===== config.mk =====
export PLATFORM = sky130hd
export DESIGN_NAME = decode_stage_riscv_flat
export DESIGN_NICKNAME = d
export VERILOG_FILES = /design/src/rtl/decode_stage_riscv.sv /design/src/rtl/decode_stage_riscv_if.sv /design/src/flat_wrapper.sv
export SDC_FILE = /design/constraint.sdc
export NUM_CORES = 1
export LEC_CHECK = 0
export BUFFER_PORTS_ARGS = -buffer_cell sky130_fd_sc_hd__buf_2
export CELL_PAD_IN_SITES_DETAIL_PLACEMENT = 1
export CELL_PAD_IN_SITES_GLOBAL_PLACEMENT = 1
export CORE_UTILIZATION = 41
export CTS_BUF_LIST = sky130_fd_sc_hd__clkbuf_4 sky130_fd_sc_hd__clkbuf_8 sky130_fd_sc_hd__clkbuf_16
export DETAILED_ROUTE_END_ITERATION = 7
export GPL_ROUTABILITY_DRIVEN = 0
export PLACE_DENSITY = 0.78
export SETUP_SLACK_MARGIN = 0.2
export SYNTH_ARGS = -nofsm -noshare
export SYNTH_HDL_FRONTEND = slang
export SYNTH_SLANG_ARGS = --single-unit

===== constraint.sdc =====
create_clock -name clk_i -period 2.14 [get_ports clk_i]
set_input_delay 0.214 -clock clk_i [delete_from_list [all_inputs] [get_ports clk_i]]
set_output_delay 0.214 -clock clk_i [all_outputs]
set_load 0.05 [all_outputs]

===== src/rtl/decode_stage_riscv.sv =====
// ----------------------------------------------------------------------------
// decode_stage_riscv
//   RV32I decode stage. Each accepted instruction word is decoded
//   combinationally into a control bundle, and the bundle (never the raw
//   word) is stored in an output register backed by a one-entry skid
//   register. The skid entry lets s_ready_o be a pure register output while
//   still sustaining one instruction per cycle.
//
//   Ports:
//     clk_i    clock, rising edge
//     rst_ni   synchronous reset, active low (drops both held entries)
//     flush_i  discard all held instructions at the next edge
//     bus      decode_stage_riscv_if.master: fetch handshake in, execute
//              handshake and decoded bundle out
//
//   Build option:
//     DECODE_ILLEGAL_CHECK_EN  when defined, unsupported encodings raise
//                              illegal_o and have we_o/mem_req_o forced low;
//                              otherwise illegal_o is 0 and unsupported
//                              encodings decode as ADDI x0,x0,0.
// ----------------------------------------------------------------------------
package alu_opcodes_pkg;
    localparam logic [4:0] ALU_ADD  = 5'd0;
    localparam logic [4:0] ALU_SUB  = 5'd1;
    localparam logic [4:0] ALU_SLL  = 5'd2;
    localparam logic [4:0] ALU_SLTS = 5'd3;
    localparam logic [4:0] ALU_SLTU = 5'd4;
    localparam logic [4:0] ALU_XOR  = 5'd5;
    localparam logic [4:0] ALU_SRL  = 5'd6;
    localparam logic [4:0] ALU_SRA  = 5'd7;
    localparam logic [4:0] ALU_OR   = 5'd8;
    localparam logic [4:0] ALU_AND  = 5'd9;
    localparam logic [4:0] ALU_EQ   = 5'd10;
    localparam logic [4:0] ALU_NE   = 5'd11;
    localparam logic [4:0] ALU_LTS  = 5'd12;
    localparam logic [4:0] ALU_GES  = 5'd13;
    localparam logic [4:0] ALU_LTU  = 5'd14;
    localparam logic [4:0] ALU_GEU  = 5'd15;
endpackage

module decode_stage_riscv
    import alu_opcodes_pkg::*;
(
    input  logic                 clk_i,
    input  logic                 rst_ni,
    input  logic                 flush_i,
    decode_stage_riscv_if.master bus
);

    localparam logic [6:0] OPC_LUI    = 7'b0110111;
    localparam logic [6:0] OPC_AUIPC  = 7'b0010111;
    localparam logic [6:0] OPC_JAL    = 7'b1101111;
    localparam logic [6:0] OPC_JALR   = 7'b1100111;
    localparam logic [6:0] OPC_BRANCH = 7'b1100011;
    localparam logic [6:0] OPC_LOAD   = 7'b0000011;
    localparam logic [6:0] OPC_STORE  = 7'b0100011;
    localparam logic [6:0] OPC_OP_IMM = 7'b0010011;
    localparam logic [6:0] OPC_OP     = 7'b0110011;

    localparam logic [6:0] F7_ZERO = 7'b0000000;
    localparam logic [6:0] F7_ALT  = 7'b0100000;

    localparam logic [1:0] A_RS1  = 2'd0;
    localparam logic [1:0] A_PC   = 2'd1;
    localparam logic [1:0] A_ZERO = 2'd2;
    localparam logic [1:0] B_RS2  = 2'd0;
    localparam logic [1:0] B_IMM  = 2'd1;
    localparam logic [1:0] B_FOUR = 2'd2;

    typedef struct packed {
        logic [31:0] pc;
        logic [4:0]  alu_op;
        logic [1:0]  a_sel;
        logic [1:0]  b_sel;
        logic [31:0] imm;
        logic [4:0]  rs1;
        logic [4:0]  rs2;
        logic [4:0]  rd;
        logic        we;
        logic        mem_req;
        logic        mem_we;
        logic        branch;
        logic        jal;
        logic        jalr;
        logic        illegal;
        logic [2:0]  mem_size;
    } bundle_t;

    typedef enum logic [1:0] {
        ST_EMPTY = 2'd0,
        ST_ONE   = 2'd1,
        ST_TWO   = 2'd2
    } state_e;

    // Shared funct3 -> ALU mapping of OP and OP-IMM; alt selects SUB/SRA.
    function automatic logic [4:0] alu_from_f3(input logic [2:0] f3, input logic alt);
        logic [4:0] op;
        case (f3)
            3'b000:  op = alt ? ALU_SUB : ALU_ADD;
            3'b001:  op = ALU_SLL;
            3'b010:  op = ALU_SLTS;
            3'b011:  op = ALU_SLTU;
            3'b100:  op = ALU_XOR;
            3'b101:  op = alt ? ALU_SRA : ALU_SRL;
            3'b110:  op = ALU_OR;
            default: op = ALU_AND;
        endcase
        return op;
    endfunction

    function automatic bundle_t decode(input logic [31:0] instr, input logic [31:0] pc);
        bundle_t           b;
        logic              legal;
        logic [2:0]        f3;
        logic [6:0]        f7;
        logic signed [31:0] imm_i;
        logic signed [31:0] imm_s;
        logic signed [31:0] imm_b;
        logic signed [31:0] imm_u;
        logic signed [31:0] imm_j;

        f3 = instr[14:12];
        f7 = instr[31:25];
        // Place each immediate at the top of the word, then arithmetic-shift
        // it down so the sign bit instr[31] is replicated.
        imm_i = $signed({instr[31:20], 20'b0}) >>> 20;
        imm_s = $signed({instr[31:25], instr[11:7], 20'b0}) >>> 20;
        imm_b = $signed({instr[31], instr[7], instr[30:25], instr[11:8], 1'b0, 19'b0}) >>> 19;
        imm_u = $signed({instr[31:12], 12'b0});
        imm_j = $signed({instr[31], instr[19:12], instr[20], instr[30:21], 1'b0, 11'b0}) >>> 11;

        b     = '0;
        b.pc  = pc;
        legal = (instr[1:0] == 2'b11);

        case (instr[6:0])
            OPC_OP: begin
                b.rs1    = instr[19:15];
                b.rs2    = instr[24:20];
                b.rd     = instr[11:7];
                b.we     = 1'b1;
                b.a_sel  = A_RS1;
                b.b_sel  = B_RS2;
                b.alu_op = alu_from_f3(f3, f7 == F7_ALT);
                if (!((f7 == F7_ZERO) ||
                      ((f7 == F7_ALT) && ((f3 == 3'b000) || (f3 == 3'b101)))))
                    legal = 1'b0;
            end
            OPC_OP_IMM: begin
                b.rs1    = instr[19:15];
                b.rd     = instr[11:7];
                b.we     = 1'b1;
                b.a_sel  = A_RS1;
                b.b_sel  = B_IMM;
                b.imm    = imm_i;
                // Only the shift-right immediate uses instr[30]; ADDI never becomes SUB.
                b.alu_op = alu_from_f3(f3, (f3 == 3'b101) && instr[30]);
                if ((f3 == 3'b001) && (f7 != F7_ZERO))
                    legal = 1'b0;
                if ((f3 == 3'b101) && (f7 != F7_ZERO) && (f7 != F7_ALT))
                    legal = 1'b0;
            end
            OPC_BRANCH: begin
                b.rs1    = instr[19:15];
                b.rs2    = instr[24:20];
                b.branch = 1'b1;
                b.imm    = imm_b;
                case (f3)
                    3'b000:  b.alu_op = ALU_EQ;
                    3'b001:  b.alu_op = ALU_NE;
                    3'b100:  b.alu_op = ALU_LTS;
                    3'b101:  b.alu_op = ALU_GES;
                    3'b110:  b.alu_op = ALU_LTU;
                    3'b111:  b.alu_op = ALU_GEU;
                    default: legal    = 1'b0;
                endcase
            end
            OPC_LOAD: begin
                b.rs1      = instr[19:15];
                b.rd       = instr[11:7];
                b.we       = 1'b1;
                b.mem_req  = 1'b1;
                b.b_sel    = B_IMM;
                b.imm      = imm_i;
                b.alu_op   = ALU_ADD;
                b.mem_size = f3;
                if ((f3 == 3'b011) || (f3 == 3'b110) || (f3 == 3'b111))
                    legal = 1'b0;
            end
            OPC_STORE: begin
                b.rs1      = instr[19:15];
                b.rs2      = instr[24:20];
                b.mem_req  = 1'b1;
                b.mem_we   = 1'b1;
                b.b_sel    = B_IMM;
                b.imm      = imm_s;
                b.alu_op   = ALU_ADD;
                b.mem_size = f3;
                if (f3[2] || (f3[1:0] == 2'b11))
                    legal = 1'b0;
            end
            OPC_LUI: begin
                b.rd     = instr[11:7];
                b.we     = 1'b1;
                b.a_sel  = A_ZERO;
                b.b_sel  = B_IMM;
                b.imm    = imm_u;
                b.alu_op = ALU_ADD;
            end
            OPC_AUIPC: begin
                b.rd     = instr[11:7];
                b.we     = 1'b1;
                b.a_sel  = A_PC;
                b.b_sel  = B_IMM;
                b.imm    = imm_u;
                b.alu_op = ALU_ADD;
            end
            // Jumps compute the link value pc+4 in the ALU; the target uses imm.
            OPC_JAL: begin
                b.rd     = instr[11:7];
                b.we     = 1'b1;
                b.jal    = 1'b1;
                b.a_sel  = A_PC;
                b.b_sel  = B_FOUR;
                b.imm    = imm_j;
                b.alu_op = ALU_ADD;
            end
            OPC_JALR: begin
                b.rs1    = instr[19:15];
                b.rd     = instr[11:7];
                b.we     = 1'b1;
                b.jalr   = 1'b1;
                b.a_sel  = A_PC;
                b.b_sel  = B_FOUR;
                b.imm    = imm_i;
                b.alu_op = ALU_ADD;
                if (f3 != 3'b000)
                    legal = 1'b0;
            end
            default: legal = 1'b0;
        endcase

        if (!legal) begin
`ifdef DECODE_ILLEGAL_CHECK_EN
            b.illegal = 1'b1;
            b.we      = 1'b0;
            b.mem_req = 1'b0;
            b.mem_we  = 1'b0;
`else
            // Unsupported encodings become ADDI x0,x0,0.
            b        = '0;
            b.pc     = pc;
            b.we     = 1'b1;
            b.a_sel  = A_RS1;
            b.b_sel  = B_IMM;
            b.alu_op = ALU_ADD;
`endif
        end
        return b;
    endfunction

    state_e  state_q;
    state_e  state_d;
    logic    s_ready_q;
    bundle_t dec_p0;
    bundle_t out_p1;
    bundle_t skid_p1;
    logic    vld_p1;
    logic    accept;
    logic    drain;
    logic    load_out;
    logic    out_from_skid;
    logic    load_skid;

    // ---- p0: combinational decode of the incoming word ----
    assign dec_p0 = decode(bus.s_instr_i, bus.s_pc_i);

    assign vld_p1 = (state_q != ST_EMPTY);
    assign accept = bus.s_valid_i && s_ready_q;
    assign drain  = vld_p1 && bus.m_ready_i;

    always_comb begin
        state_d       = state_q;
        load_out      = 1'b0;
        out_from_skid = 1'b0;
        load_skid     = 1'b0;
        if (flush_i) begin
            state_d = ST_EMPTY;
        end else begin
            case (state_q)
                ST_EMPTY: begin
                    if (accept) begin
                        state_d  = ST_ONE;
                        load_out = 1'b1;
                    end
                end
                ST_ONE: begin
                    if (accept && drain) begin
                        load_out = 1'b1;
                    end else if (accept) begin
                        state_d   = ST_TWO;
                        load_skid = 1'b1;
                    end else if (drain) begin
                        state_d = ST_EMPTY;
                    end
                end
                ST_TWO: begin
                    if (drain) begin
                        state_d       = ST_ONE;
                        load_out      = 1'b1;
                        out_from_skid = 1'b1;
                    end
                end
                default: state_d = ST_EMPTY;
            endcase
        end
    end

    always_ff @(posedge clk_i) begin
        if (!rst_ni) begin
            state_q   <= ST_EMPTY;
            s_ready_q <= 1'b1;
        end else begin
            state_q   <= state_d;
            s_ready_q <= (state_d != ST_TWO);
        end
    end

    // ---- p1: output register and skid register ----
    always_ff @(posedge clk_i) begin
        if (!rst_ni) begin
            out_p1  <= '0;
            skid_p1 <= '0;
        end else begin
            if (load_out)
                out_p1 <= out_from_skid ? skid_p1 : dec_p0;
            if (load_skid)
                skid_p1 <= dec_p0;
        end
    end

    assign bus.s_ready_o  = s_ready_q;
    assign bus.m_valid_o  = vld_p1;
    assign bus.m_pc_o     = out_p1.pc;
    assign bus.alu_op_o   = out_p1.alu_op;
    assign bus.a_sel_o    = out_p1.a_sel;
    assign bus.b_sel_o    = out_p1.b_sel;
    assign bus.imm_o      = out_p1.imm;
    assign bus.rs1_o      = out_p1.rs1;
    assign bus.rs2_o      = out_p1.rs2;
    assign bus.rd_o       = out_p1.rd;
    assign bus.we_o       = out_p1.we;
    assign bus.mem_req_o  = out_p1.mem_req;
    assign bus.mem_we_o   = out_p1.mem_we;
    assign bus.branch_o   = out_p1.branch;
    assign bus.jal_o      = out_p1.jal;
    assign bus.jalr_o     = out_p1.jalr;
    assign bus.illegal_o  = out_p1.illegal;
    assign bus.mem_size_o = out_p1.mem_size;

endmodule


===== src/rtl/decode_stage_riscv_if.sv =====
// ----------------------------------------------------------------------------
// decode_stage_riscv_if
//   Bundles the fetch-side handshake, the execute-side handshake and the
//   decoded control bundle of the RV32I decode stage.
//
//   Fetch side   : s_valid_i, s_ready_o, s_instr_i[31:0], s_pc_i[31:0]
//   Execute side : m_valid_o, m_ready_i, m_pc_o[31:0]
//   Bundle       : alu_op_o[4:0], a_sel_o[1:0], b_sel_o[1:0], imm_o[31:0],
//                  rs1_o/rs2_o/rd_o[4:0], we_o, mem_req_o, mem_we_o,
//                  branch_o, jal_o, jalr_o, illegal_o, mem_size_o[2:0]
//
//   modport master : the decode stage itself (drives ready and the bundle)
//   modport slave  : the surrounding fetch/execute environment
// ----------------------------------------------------------------------------
interface decode_stage_riscv_if;
    logic        s_valid_i;
    logic        s_ready_o;
    logic [31:0] s_instr_i;
    logic [31:0] s_pc_i;

    logic        m_valid_o;
    logic        m_ready_i;
    logic [31:0] m_pc_o;

    logic [4:0]  alu_op_o;
    logic [1:0]  a_sel_o;
    logic [1:0]  b_sel_o;
    logic [31:0] imm_o;
    logic [4:0]  rs1_o;
    logic [4:0]  rs2_o;
    logic [4:0]  rd_o;
    logic        we_o;
    logic        mem_req_o;
    logic        mem_we_o;
    logic        branch_o;
    logic        jal_o;
    logic        jalr_o;
    logic        illegal_o;
    logic [2:0]  mem_size_o;

    modport master (
        input  s_valid_i, s_instr_i, s_pc_i, m_ready_i,
        output s_ready_o, m_valid_o, m_pc_o,
        output alu_op_o, a_sel_o, b_sel_o, imm_o, rs1_o, rs2_o, rd_o,
        output we_o, mem_req_o, mem_we_o, branch_o, jal_o, jalr_o,
        output illegal_o, mem_size_o
    );

    modport slave (
        output s_valid_i, s_instr_i, s_pc_i, m_ready_i,
        input  s_ready_o, m_valid_o, m_pc_o,
        input  alu_op_o, a_sel_o, b_sel_o, imm_o, rs1_o, rs2_o, rd_o,
        input  we_o, mem_req_o, mem_we_o, branch_o, jal_o, jalr_o,
        input  illegal_o, mem_size_o
    );
endinterface


===== src/flat_wrapper.sv =====
// flat-port wrapper written by rule: the top's interface ports become plain ports
module decode_stage_riscv_flat import alu_opcodes_pkg::*;
  (clk_i, rst_ni, flush_i, bus_s_valid_i, bus_s_instr_i, bus_s_pc_i, bus_m_ready_i, bus_s_ready_o, bus_m_valid_o, bus_m_pc_o, bus_alu_op_o, bus_a_sel_o, bus_b_sel_o, bus_imm_o, bus_rs1_o, bus_rs2_o, bus_rd_o, bus_we_o, bus_mem_req_o, bus_mem_we_o, bus_branch_o, bus_jal_o, bus_jalr_o, bus_illegal_o, bus_mem_size_o);
  decode_stage_riscv_if bus_i ();
  input  logic clk_i;
  input  logic rst_ni;
  input  logic flush_i;
  input wire logic [$bits(bus_i.s_valid_i)-1:0] bus_s_valid_i;
  input wire logic [$bits(bus_i.s_instr_i)-1:0] bus_s_instr_i;
  input wire logic [$bits(bus_i.s_pc_i)-1:0] bus_s_pc_i;
  input wire logic [$bits(bus_i.m_ready_i)-1:0] bus_m_ready_i;
  output wire logic [$bits(bus_i.s_ready_o)-1:0] bus_s_ready_o;
  output wire logic [$bits(bus_i.m_valid_o)-1:0] bus_m_valid_o;
  output wire logic [$bits(bus_i.m_pc_o)-1:0] bus_m_pc_o;
  output wire logic [$bits(bus_i.alu_op_o)-1:0] bus_alu_op_o;
  output wire logic [$bits(bus_i.a_sel_o)-1:0] bus_a_sel_o;
  output wire logic [$bits(bus_i.b_sel_o)-1:0] bus_b_sel_o;
  output wire logic [$bits(bus_i.imm_o)-1:0] bus_imm_o;
  output wire logic [$bits(bus_i.rs1_o)-1:0] bus_rs1_o;
  output wire logic [$bits(bus_i.rs2_o)-1:0] bus_rs2_o;
  output wire logic [$bits(bus_i.rd_o)-1:0] bus_rd_o;
  output wire logic [$bits(bus_i.we_o)-1:0] bus_we_o;
  output wire logic [$bits(bus_i.mem_req_o)-1:0] bus_mem_req_o;
  output wire logic [$bits(bus_i.mem_we_o)-1:0] bus_mem_we_o;
  output wire logic [$bits(bus_i.branch_o)-1:0] bus_branch_o;
  output wire logic [$bits(bus_i.jal_o)-1:0] bus_jal_o;
  output wire logic [$bits(bus_i.jalr_o)-1:0] bus_jalr_o;
  output wire logic [$bits(bus_i.illegal_o)-1:0] bus_illegal_o;
  output wire logic [$bits(bus_i.mem_size_o)-1:0] bus_mem_size_o;
  assign bus_i.s_valid_i = bus_s_valid_i;
  assign bus_i.s_instr_i = bus_s_instr_i;
  assign bus_i.s_pc_i = bus_s_pc_i;
  assign bus_i.m_ready_i = bus_m_ready_i;
  assign bus_s_ready_o = bus_i.s_ready_o;
  assign bus_m_valid_o = bus_i.m_valid_o;
  assign bus_m_pc_o = bus_i.m_pc_o;
  assign bus_alu_op_o = bus_i.alu_op_o;
  assign bus_a_sel_o = bus_i.a_sel_o;
  assign bus_b_sel_o = bus_i.b_sel_o;
  assign bus_imm_o = bus_i.imm_o;
  assign bus_rs1_o = bus_i.rs1_o;
  assign bus_rs2_o = bus_i.rs2_o;
  assign bus_rd_o = bus_i.rd_o;
  assign bus_we_o = bus_i.we_o;
  assign bus_mem_req_o = bus_i.mem_req_o;
  assign bus_mem_we_o = bus_i.mem_we_o;
  assign bus_branch_o = bus_i.branch_o;
  assign bus_jal_o = bus_i.jal_o;
  assign bus_jalr_o = bus_i.jalr_o;
  assign bus_illegal_o = bus_i.illegal_o;
  assign bus_mem_size_o = bus_i.mem_size_o;
  decode_stage_riscv u_core (.clk_i(clk_i), .rst_ni(rst_ni), .flush_i(flush_i), .bus(bus_i));
endmodule

==> metrics, run 1 <==
largest net degree at the start of global routing 77; remaining design rule violation count 0; number of cells on the worst reg-to-reg path 5; Post-CTS Repair Setup Buffers 0; Synth warnings 0; average footprint of a synthesized cell 8.15 um2; number of standard cells after synthesis roughly 1100; Clock Skews 0.0104 ns; mean routed wirelength per cell between 15 and 20 um; Setup Slack @ Placement -0.123 ns; worst endpoint data arrival time roughly 2.2 ns; antenna violations before repair 3; Worst R2R End u_core.bus.imm_o[20]$_SDFFE_PN0P_; critical path class input port to flip-flop; top-level I/O count between 150 and 200; Syn-to-layout area delta 21.5%; least setup slack across all paths after layout about 0.27 ns; placement-stage cell area approximately 0.0098 mm2; number of enable flip-flop cells after synthesis 0; post-layout min period approximately 1.9 ns; Post-synth ARST share 0%; average via count per standard cell roughly 5.8; unrepaired setup endpoints after global routing false; clock tree sinks between 150 and 200; worst min-delay path class input port to flip-flop; Peak Freq between 500 and 600 MHz; remaining antenna violation count after routing 0; critical register-to-register path startpoint u_core.state_q[1]$_SDFF_PN0_; maximum fanout encountered on the critical timing path 40; clock tree from TritonCTS yes; endpoint class of the critical path flip-flop; leakage dissipation a little over 4 nW; overflow left after global routing 0; clock root buffer master clkbuf_16; detailed-route wire length between 20 and 30 mm; Hold Buf Count CTS 0; Final Slew Violations 0; Clock Pin Slew Worst Setup and Hold Paths 0.08 ns; CTS H-Tree Depth 4; number of setup violations in the final report 0; worst skew pair latency 0.43 ns; post-route setup TNS 0 ns; # nets final approximately 1300; die height ~150 um; DRT iter0 DRCs roughly 400; Startpoint Class input port; Power Total between 0.007 and 0.008 W; worst setup path startpoint bus_s_instr_i[26]; total global routing track utilization between 20% and 30%; data required time at the worst endpoint 2.46 ns; Power Dens Cells between 700 and 800 mW/mm2; Seq cells post-synth around 200; status complete, no violations; via count of the first global-routing pass about 8400; Worst Tran Pin Value between 0.7 and 0.8 ns; count of cells resized by post-cts repair 0; wire length of the first global-routing pass around 45 mm; Rel. slew slack 52.7%; synthesized cell area 0.00858 mm2; count of cell types in the netlist 65; Post-Layout Inst Area between 0.01 and 0.015 mm2; peak supply drop around 0.0005 V; ys flop type dfxtp_1; post-route fraction of the period consumed by the critical path about 87%; length of the first detailed-routing pass in iterations 4; port bufs roughly 170; final count of hold timing violations 0; clock buffer count from CTS 17; fraction of final layout cells sized beyond drive strength 1 between 20% and 30%; maximum number of buffers from clock root to sink 2; worst-case register-to-register setup slack approximately 0.35 ns; post-route core utilization between 50% and 60%; sequential-to-total area share from yosys stat 45.5%; floorplan core area around 0.020 mm2; DP Wirelength 18.6 mm; overall die width between 100 and 150 um; capture point of the worst path u_core.bus.imm_o[20]$_SDFFE_PN0P_; number of vias after detailed routing 8434; # Max-Cap Violations 0; total die area 0.0215 mm2; Placement Rows 52; Initial Utilization approximately 42%
per-layer routing:
layer | track usage, % | vias to the layer above | wire length (um)
met1 | 34.2 | 4113 | 12700
met4 | 7.66 | 2 | 553
met3 | 6.31 | 49 | 1480
met2 | 42.7 | 212 | 13400
li1 | - | 4058 | -
met5 | 0 | - | 13
sequential cells by signal (all words and copies together) (netlist names):
register	cells
u_core.bus.mem_size_o	3
u_core.bus.s_ready_o	1
u_core.bus.rs2_o	5
u_core.bus.imm_o	32
u_core.bus.b_sel_o	2
u_core.bus.mem_we_o	1
u_core.bus.alu_op_o	4
u_core.bus.jalr_o	1
u_core.bus.branch_o	1
u_core.bus.we_o	1
u_core.skid_p1	96
u_core.bus.m_pc_o	32
u_core.state_q	2
u_core.bus.rd_o	5
u_core.bus.jal_o	1
u_core.bus.mem_req_o	1
u_core.bus.a_sel_o	2
u_core.bus.rs1_o	5
final cells by class:
type / instances / area [um2]
tap: 270 / 338
sequential: 195 / 3910
timing repair buffer: 218 / 1330
fill: 2497 / 9940
inverter: 4 / 15.0
clock buffer: 18 / 433
antenna: 2 / 5.00
clock inverter: 13 / 149
multi-input combinational: 746 / 4250
cells in the final DEF (no fill, tap or decap), types with 4 or more instances in the layout:
master	count
nand4_1	43
o21ai_1	4
and3_1	36
nor2_1	82
o22ai_1	12
dfxtp_1	194
a21oi_1	67
buf_12	8
o31ai_1	26
buf_2	165
a21boi_0	42
inv_6	5
nor2b_1	10
nand2_1	196
o31ai_2	4
a22oi_1	8
nor3_1	7
o21ai_0	65
buf_4	44
o32ai_1	25
o221ai_1	32
nand3_1	13
clkbuf_16	17
a32o_1	8
and2_1	6
synthesized netlist by cell type (4+ instances only):
| cell type | n | area [um2] |
|---|---|---|
| nand3_1 | 13 | 65.1 |
| o22ai_1 | 12 | 75.1 |
| o221ai_1 | 32 | 280 |
| nor2_1 | 82 | 308 |
| o21ai_1 | 4 | 20.0 |
| a22oi_1 | 8 | 60.1 |
| o21ai_0 | 65 | 325 |
| nand2_1 | 198 | 743 |
| a32o_1 | 8 | 80.1 |
| and2_1 | 7 | 43.8 |
| buf_1 | 7 | 26.3 |
| nand4_1 | 43 | 269 |
| o31ai_1 | 26 | 195 |
| and3_1 | 36 | 225 |
| a21oi_1 | 67 | 335 |
| nor2b_1 | 11 | 68.8 |
| o32ai_1 | 25 | 219 |
| buf_2 | 5 | 25.0 |
| a21boi_0 | 42 | 315 |
| clkbuf_1 | 87 | 327 |
| o31ai_2 | 4 | 50.1 |
| buf_6 | 4 | 45.0 |
| nor3_1 | 7 | 35.0 |
| dfxtp_1 | 195 | 3900 |
logic make-up (layout without fill, tap and decap cells):
family | count (synthesis) | count (layout) | share of synthesized area [%]
xor+xnor | 2 | 2 | 0.204
flops | 195 | 195 | 45.5
other cells | 1 | 4 | 0.0437
mux | 3 | 3 | 0.365
simple gates | 417 | 417 | 22.5
compound gates | 322 | 322 | 25.8
buf+inv | 113 | 253 | 5.54
stage by stage:
step	hold slack (ns)	cells
floorplan	0.306	1054
global placement	0.434	1433
detailed placement	0.442	1433
CTS	0.0144	1464
global route	0.0253	1465
finish	0.0288	1466
worst max-delay path, stage by stage:
cell,delay (ns)
buf_2,0.11
or4_4,0.57
nor4_1,0.21
a2bb2oi_1,0.13
o31a_2,0.41
buf_12,0.19
o32ai_1,0.34
how the worst min path moves through the flow:
stage / cells past startpoint / end / slack (ns) / from
2_1_floorplan: 1 / u_core.state_q[1]$_SDFF_PN0_ / 0.31 / bus_m_ready_i
3_3_place_gp: 2 / u_core.skid_p1[24]$_SDFFE_PN0P_ / 0.43 / u_core.skid_p1[24]$_SDFFE_PN0P_
3_5_place_dp: 2 / u_core.skid_p1[47]$_SDFFE_PN0P_ / 0.44 / u_core.skid_p1[47]$_SDFFE_PN0P_
4_1_cts: 3 / u_core.skid_p1[87]$_SDFFE_PN0P_ / 0.01 / bus_s_pc_i[21]
5_1_grt: 3 / u_core.skid_p1[85]$_SDFFE_PN0P_ / 0.03 / bus_s_pc_i[19]
6_report: 3 / u_core.skid_p1[87]$_SDFFE_PN0P_ / 0.03 / bus_s_pc_i[21]
where the power goes:
part	switching (W)	internal (W)
sequential	0.0000278	0.00368
clock	0.00148	0.00175
combinational	0.000572	0.000236
Power figures use the tool's default switching activity.
==> run 2: changes to the inputs <==
Clock period 2.14 ns to 2 ns, I/O delays scaled along.
==> run 2 against run 1 <==
Effect of this change: critical path depth did not move; sequential power rose by 7.0%; combinational power is 10% higher; sequential cell count unchanged; sequential share of layout area decreased by 0.43 points; global-route usage grew 0.76 points; design area is 1.2% higher; total power grew 7.6%; clock skew rose by 0.00071 ns; worst setup slack got worse by 0.057 ns; critical path type unchanged.
==> metrics, run 2 (synthesis results as in run 1) <==
status complete, no violations (unchanged); clock buffer count from CTS 17 (unchanged); length of routed met3 wiring 1.45 mm (was 1.48 mm); final count of hold timing violations 0 (unchanged); post-layout instance count excluding filler cells 1474 (was 1466); remaining antenna violation count after routing 0 (unchanged); most frequent cells in the layout nand2_1, dfxtp_1, buf_2 (unchanged); final hold slack 0.0153 ns (was 0.0288 ns); switching share of power 28.3% (was 26.8%); CTS H-Tree Depth 4 (unchanged); Syn-to-layout area delta 23.0% (was 21.5%); total global routing track utilization 26.9% (was 26.2%); total die area 0.0215 mm2 (unchanged); sum of routed wire segments on met1 13.3 mm (was 12.7 mm); Placement Rows 52 (unchanged); Worst R2R End u_core.bus.imm_o[18]$_SDFFE_PN0P_ (was u_core.bus.imm_o[20]$_SDFFE_PN0P_); critical register-to-register path startpoint u_core.state_q[1]$_SDFF_PN0_ (unchanged); sequential group share of total power 47.6% (was 47.8%); relative contribution of combinational cells to total power 10.7% (was 10.4%); cell total after placement 1440 (was 1433); Hold Buf Count CTS 0 (unchanged); placement-stage cell area 0.00988 mm2 (was 0.00983 mm2); clock tree sinks 195 (unchanged); P_int 0.00598 W (was 0.00567 W); endpoint class of the critical path flip-flop (unchanged); post-route fraction of the period consumed by the critical path 89.2%; leakage dissipation 4.13 nW (was 4.07 nW); worst min-delay path class input port to flip-flop (unchanged); DP Wirelength 18.6 mm (about the same); maximum number of buffers from clock root to sink 2 (unchanged); post-layout min period around 1.8 ns; clock tree from TritonCTS yes (unchanged); via count of the first global-routing pass 8637 (was 8424); length of the first detailed-routing pass in iterations 5 (was 4); register bank with the most flops u_core.skid_p1 (unchanged); Final Slew Violations 0 (unchanged); Initial Utilization 42.1% (unchanged); worst-case register-to-register setup slack 0.25 ns (was 0.35 ns); maximum fanout encountered on the critical timing path 43 (was 40); remaining design rule violation count 0 (unchanged); data required time at the worst endpoint 2.33 ns (was 2.46 ns); worst skew pair latency 0.44 ns (was 0.43 ns); overall die width 147 um (unchanged); HP Start bus_s_pc_i[25] (was bus_s_pc_i[21]); peak supply drop 0.000529 V (was 0.000506 V); top-level I/O count 169 (unchanged); routed length on met2 14.1 mm (was 13.4 mm); Clock Skews 0.0111 ns (was 0.0104 ns); average via count per standard cell 5.85 (was 5.75); die height 147 um (unchanged); # Max-Cap Violations 0 (unchanged); Fill cells 2454 (was 2497); number of setup violations in the final report 0 (unchanged); worst setup path startpoint bus_s_instr_i[26] (unchanged); fraction of final layout cells sized beyond drive strength 1 23.8% (was 22.6%); number of cells on the worst reg-to-reg path 6 (was 5); DRT iter0 DRCs 537 (was 397); # nets final 1260 (was 1251); Clk pwr share 41.8% (was 41.7%); Power Dens Cells 791 mW/mm2 (was 744 mW/mm2); post-route setup TNS 0 ns (unchanged); port bufs 166 (unchanged); Diodes inserted 0 (was 2); Post-Layout Inst Area 0.0105 mm2 (was 0.0104 mm2); Peak Freq ~560 MHz; highest routed layer met4 (was met5); Clock Pin Slew Worst Setup and Hold Paths 0.08 ns (about the same); clock root buffer master clkbuf_16 (unchanged); floorplan core area 0.0204 mm2 (unchanged); most common cell after layout, fill and taps aside nand2_1 (unchanged); mean routed wirelength per cell 20.0 um (was 19.1 um); wire length of the first global-routing pass 46.1 mm (was 45.1 mm); flip-flop count of the largest register after layout 96 (unchanged); critical path class input port to flip-flop (unchanged); antenna violations before repair 0 (was 3); Startpoint Class input port (unchanged); number of vias after detailed routing 8630 (was 8434); switching power 0.00236 W (was 0.00208 W); largest net degree at the start of global routing 100 (was 77); worst endpoint data arrival time 2.12 ns (was 2.19 ns); detailed-route wire length 29.5 mm (was 28.1 mm); overflow left after global routing 0 (unchanged); capture point of the worst path u_core.bus.imm_o[18]$_SDFFE_PN0P_ (was u_core.bus.imm_o[20]$_SDFFE_PN0P_); unrepaired setup endpoints after global routing true (was false)
==> run 2: changes by cell type in the layout (fill, tap and decap cells not counted), sizes merged <==
| cell | previous run | this run |
|---|---|---|
| clkbuf | 18 | 19 |
| clkinvlp | 2 | 0 |
| diode | 2 | 0 |
| clkinv | 4 | 9 |
| buf | 218 | 225 |
| bufinv | 2 | 1 |
==> run 2: power by group through the flow <==
stage | Combinational [W] | Sequential (W) | Clock [W]
floorplan | 0.000363 | 0.00423 | 0
global placement | 0.000859 | 0.00406 | 0
detailed placement | 0.000872 | 0.00406 | 0
CTS | 0.000881 | 0.00397 | 0.00352
global route | 0.000954 | 0.00397 | 0.00368
finish | 0.000892 | 0.00397 | 0.00348
==> run 2: area by class of cell <==
class                   instances  area (um2)  share of cell area (%)
inverters                       4        15.0                   0.142
clock inverters                15         168                    1.59
flip-flops and latches        195        3910                    37.0
well taps                     270         338                    3.20
multi-input cells             746        4280                    40.6
repair buffers                227        1420                    13.4
clock buffers                  17         425                    4.03
==> run 2: timing repair <==
item	in CTS	in global routing
cloned	0	1
gates resized for setup	6	7
setup endpoints to repair	30	71
buffers inserted	0	1
==> run 2: how the worst min path moves through the flow <==
stage                                       to  slack (ns)  depth (start not counted)
3_5_place_dp   u_core.skid_p1[27]$_SDFFE_PN0P_        0.45                          2
3_3_place_gp   u_core.skid_p1[24]$_SDFFE_PN0P_        0.43                          2
4_1_cts        u_core.skid_p1[67]$_SDFFE_PN0P_       0.003                          3
6_report       u_core.skid_p1[91]$_SDFFE_PN0P_        0.02                          3
2_1_floorplan     u_core.state_q[1]$_SDFF_PN0_        0.29                          1
5_1_grt        u_core.skid_p1[96]$_SDFFE_PN0P_       0.009                          3
==> run 2: routing by layer <==
metal	GRT usage, %	vias to the layer above
met5	0	-
met1	35.1	4279
li1	-	4067
met2	44.2	237
met3	5.41	47
met4	9.27	0
==> run 2: worst max-delay path: stages <==
cell and delay, ns:
buf_2 0.10, or4_4 0.58, o41ai_2 0.39, a2111oi_2 0.14
o31a_2 0.18, buf_12 0.20, o32ai_2 0.32
==> run 2: metrics by stage <==
step                      setup slack, ns  total power [W]  utilization (%)
final                               0.215          0.00834             51.8
after global routing                0.182          0.00860             51.8
after CTS                           0.208          0.00837             51.6
after detailed placement           -0.211          0.00493             48.5
after global placement             -0.124          0.00492             48.5
after floorplan                    0.0587          0.00459                -
==> run 3: changes to the inputs <==
Settings changed: PLACE_DENSITY 0.78 to 0.91.
==> run 3 against run 2 <==
Effect of this change: design area rose by 1.2%; maximum frequency fell by 7.5%; global-route usage rose by 2.1 points; first-iteration DRC count rose by 42%; non-clock buffer count rose by 3; total power rose by 2.0%; via count rose by 6.2%; routed wire length rose by 9.7%.
==> metrics, run 3 (synthesis results as in run 1) <==
via count of the first global-routing pass 9346 (was 8637); Startpoint Class input port (unchanged); worst min-delay path class input port to flip-flop (unchanged); largest net degree at the start of global routing 74 (was 100); fraction of final layout cells sized beyond drive strength 1 24.5% (was 23.8%); clock buffer count from CTS 17 (unchanged); cell total after placement 1443 (was 1440); Post-Layout Inst Area 0.0107 mm2 (was 0.0105 mm2); Crit-path slowest cell or4_4 (unchanged); Power Dens Cells 797 mW/mm2 (was 791 mW/mm2); worst endpoint data arrival time 2.24 ns (was 2.12 ns); post-layout min period 1.93 ns (was 1.78 ns); post-layout instance count excluding filler cells 1481 (was 1474); Syn-to-layout area delta 24.4% (was 23.0%); most frequent cells in the layout nand2_1, dfxtp_1, buf_2 (unchanged); post-route core utilization 52.4% (was 51.8%); overall die width 147 um (unchanged); maximum fanout encountered on the critical timing path 73 (was 43); # Max-Cap Violations 0 (unchanged); register bank with the most flops u_core.skid_p1 (unchanged); Worst Tran Pin Value about 0.94 ns; average via count per standard cell 6.19 (was 5.85); peak supply drop 0.000713 V (was 0.000529 V); length of the first detailed-routing pass in iterations 5 (unchanged); total die area 0.0215 mm2 (unchanged); maximum number of buffers from clock root to sink 2 (unchanged); remaining design rule violation count 0 (unchanged); endpoint class of the critical path flip-flop (unchanged); number of vias after detailed routing 9165 (was 8630); floorplan core area 0.0204 mm2 (unchanged); wire length of the first global-routing pass 49.9 mm (was 46.1 mm); category of cells accounting for the largest share of critical-path delay compound AO/OA/AOI/OAI gates (unchanged); data required time at the worst endpoint 2.31 ns (was 2.33 ns); maximum single-stage delay on the critical path 0.57 ns (was 0.58 ns); number of setup violations in the final report 0 (unchanged); unrepaired setup endpoints after global routing true (unchanged); antenna violations before repair 4 (was 0); worst skew pair latency 0.45 ns (was 0.44 ns); clock tree sinks 195 (unchanged); Rel. slew slack a little under two fifths; clock tree from TritonCTS yes (unchanged); detailed-route wire length 32.4 mm (was 29.5 mm); Final Slew Violations 0 (unchanged); final hold slack 0.00616 ns (was 0.0153 ns); critical path class input port to flip-flop (unchanged); Placement Rows 52 (unchanged); overflow left after global routing 0 (unchanged); # nets final 1263 (was 1260); most common cell after layout, fill and taps aside nand2_1 (unchanged); flip-flop count of the largest register after layout 96 (unchanged); port bufs 166 (unchanged); Clock Pin Slew Worst Setup and Hold Paths 0.09 ns (was 0.08 ns); status complete, no violations (unchanged); final count of hold timing violations 0 (unchanged); Peak Freq 518 MHz (was 560 MHz); DP Wirelength 20.0 mm (was 18.6 mm); clock root buffer master clkbuf_16 (unchanged); remaining antenna violation count after routing 0 (unchanged); placement-stage cell area 0.00989 mm2 (was 0.00988 mm2); mean routed wirelength per cell 21.8 um (was 20.0 um); top-level I/O count 169 (unchanged); post-route fraction of the period consumed by the critical path 96.5% (was 89.2%); die height 147 um (unchanged); CTS H-Tree Depth 4 (unchanged); leakage dissipation 4.15 nW (was 4.13 nW); Initial Utilization 42.1% (unchanged); total global routing track utilization 29.1% (was 26.9%); DRT iter0 DRCs 763 (was 537); sequence of cells on the critical path buf_2 -> or4_4 -> nor4_1 -> a2bb2oi_1 -> o31a_2 -> buf_12 -> o31ai_1 (was buf_2 -> or4_4 -> o41ai_2 -> a2111oi_2 -> o31a_2 -> buf_12 -> o32ai_2); combined buffer and inverter count along the critical path 2 (unchanged); Clock Skews 0.0112 ns (was 0.0111 ns)
[run 3: cell count changes in the layout (fill, tap and decap cells not counted), sizes merged, moves of 2 or more]
cell	before	now
clkinv	9	5
dlygate4sd3	0	2
diode	0	4
inv	9	13
buf	225	228
[run 3: path summary, 6_finish.rpt]
kind / start / to / slack [ns] / depth (start not counted)
worst max-delay path: bus_s_instr_i[26] / u_core.bus.alu_op_o[0]$_SDFFE_PN0P_ / 0.07 / 7
worst min-delay path: bus_s_pc_i[21] / u_core.skid_p1[87]$_SDFFE_PN0P_ / 0.006 / 3
worst max register to register: u_core.state_q[1]$_SDFF_PN0_ / u_core.bus.alu_op_o[0]$_SDFFE_PN0P_ / 0.19 / 5
worst min register to register: u_core.skid_p1[11]$_SDFFE_PN0P_ / u_core.skid_p1[11]$_SDFFE_PN0P_ / 0.46 / 2
[run 3: worst register-to-register path, cell delays in order, from the launching register on]
cell and delay (ns):
dfxtp_1 0.32, and4bb_4 0.35, and2_2 0.24, nand2_1 0.07, buf_4 0.26, o31ai_1 0.44
[run 3: metal layers]
layer	part of all wire, %	vias to the layer above	GRT usage (%)
met2	48	418	48.3
met4	4.6	0	14.9
li1	-	4084	-
met3	6.6	114	5.75
met5	0	-	0
met1	40	4549	35.6
[run 3: stage by stage]
step / total power [W] / TNS (ns) / worst slack [ns]
6_report: 0.00851 / 0 / 0.0705
5_1_grt: 0.00873 / 0 / 0.100
4_1_cts: 0.00850 / 0 / 0.181
3_5_place_dp: 0.00494 / -10.38 / -0.233
3_3_place_gp: 0.00491 / -5.02 / -0.121
2_1_floorplan: 0.00459 / 0 / 0.0587
[run 3: area by class of cell]
cell class                      instances  area [um2]
Fill cell                            2476        9700
Multi-Input combinational cell        746        4370
Sequential cell                       195        3910
Timing Repair Buffer                  230        1420
Clock buffer                           18         439
Tap cell                              270         338
Clock inverter                         14         173
Inverter                                4        15.0
Antenna cell                            4        10.0
[run 3: where the power goes]
| group | internal, W | switching [W] |
|---|---|---|
| logic | 0.000273 | 0.000656 |
| registers | 0.00394 | 0.0000324 |
| clock network | 0.00175 | 0.00186 |
[run 3: repair_timing]
action / in CTS / in global routing
resized for setup: 9 / 16
endpoints found under the hold margin: 2 / 0
hold buffers: 2 / 0
pin swaps: 0 / 2
buffers inserted: 0 / 0
endpoints found under the setup margin: 88 / 39
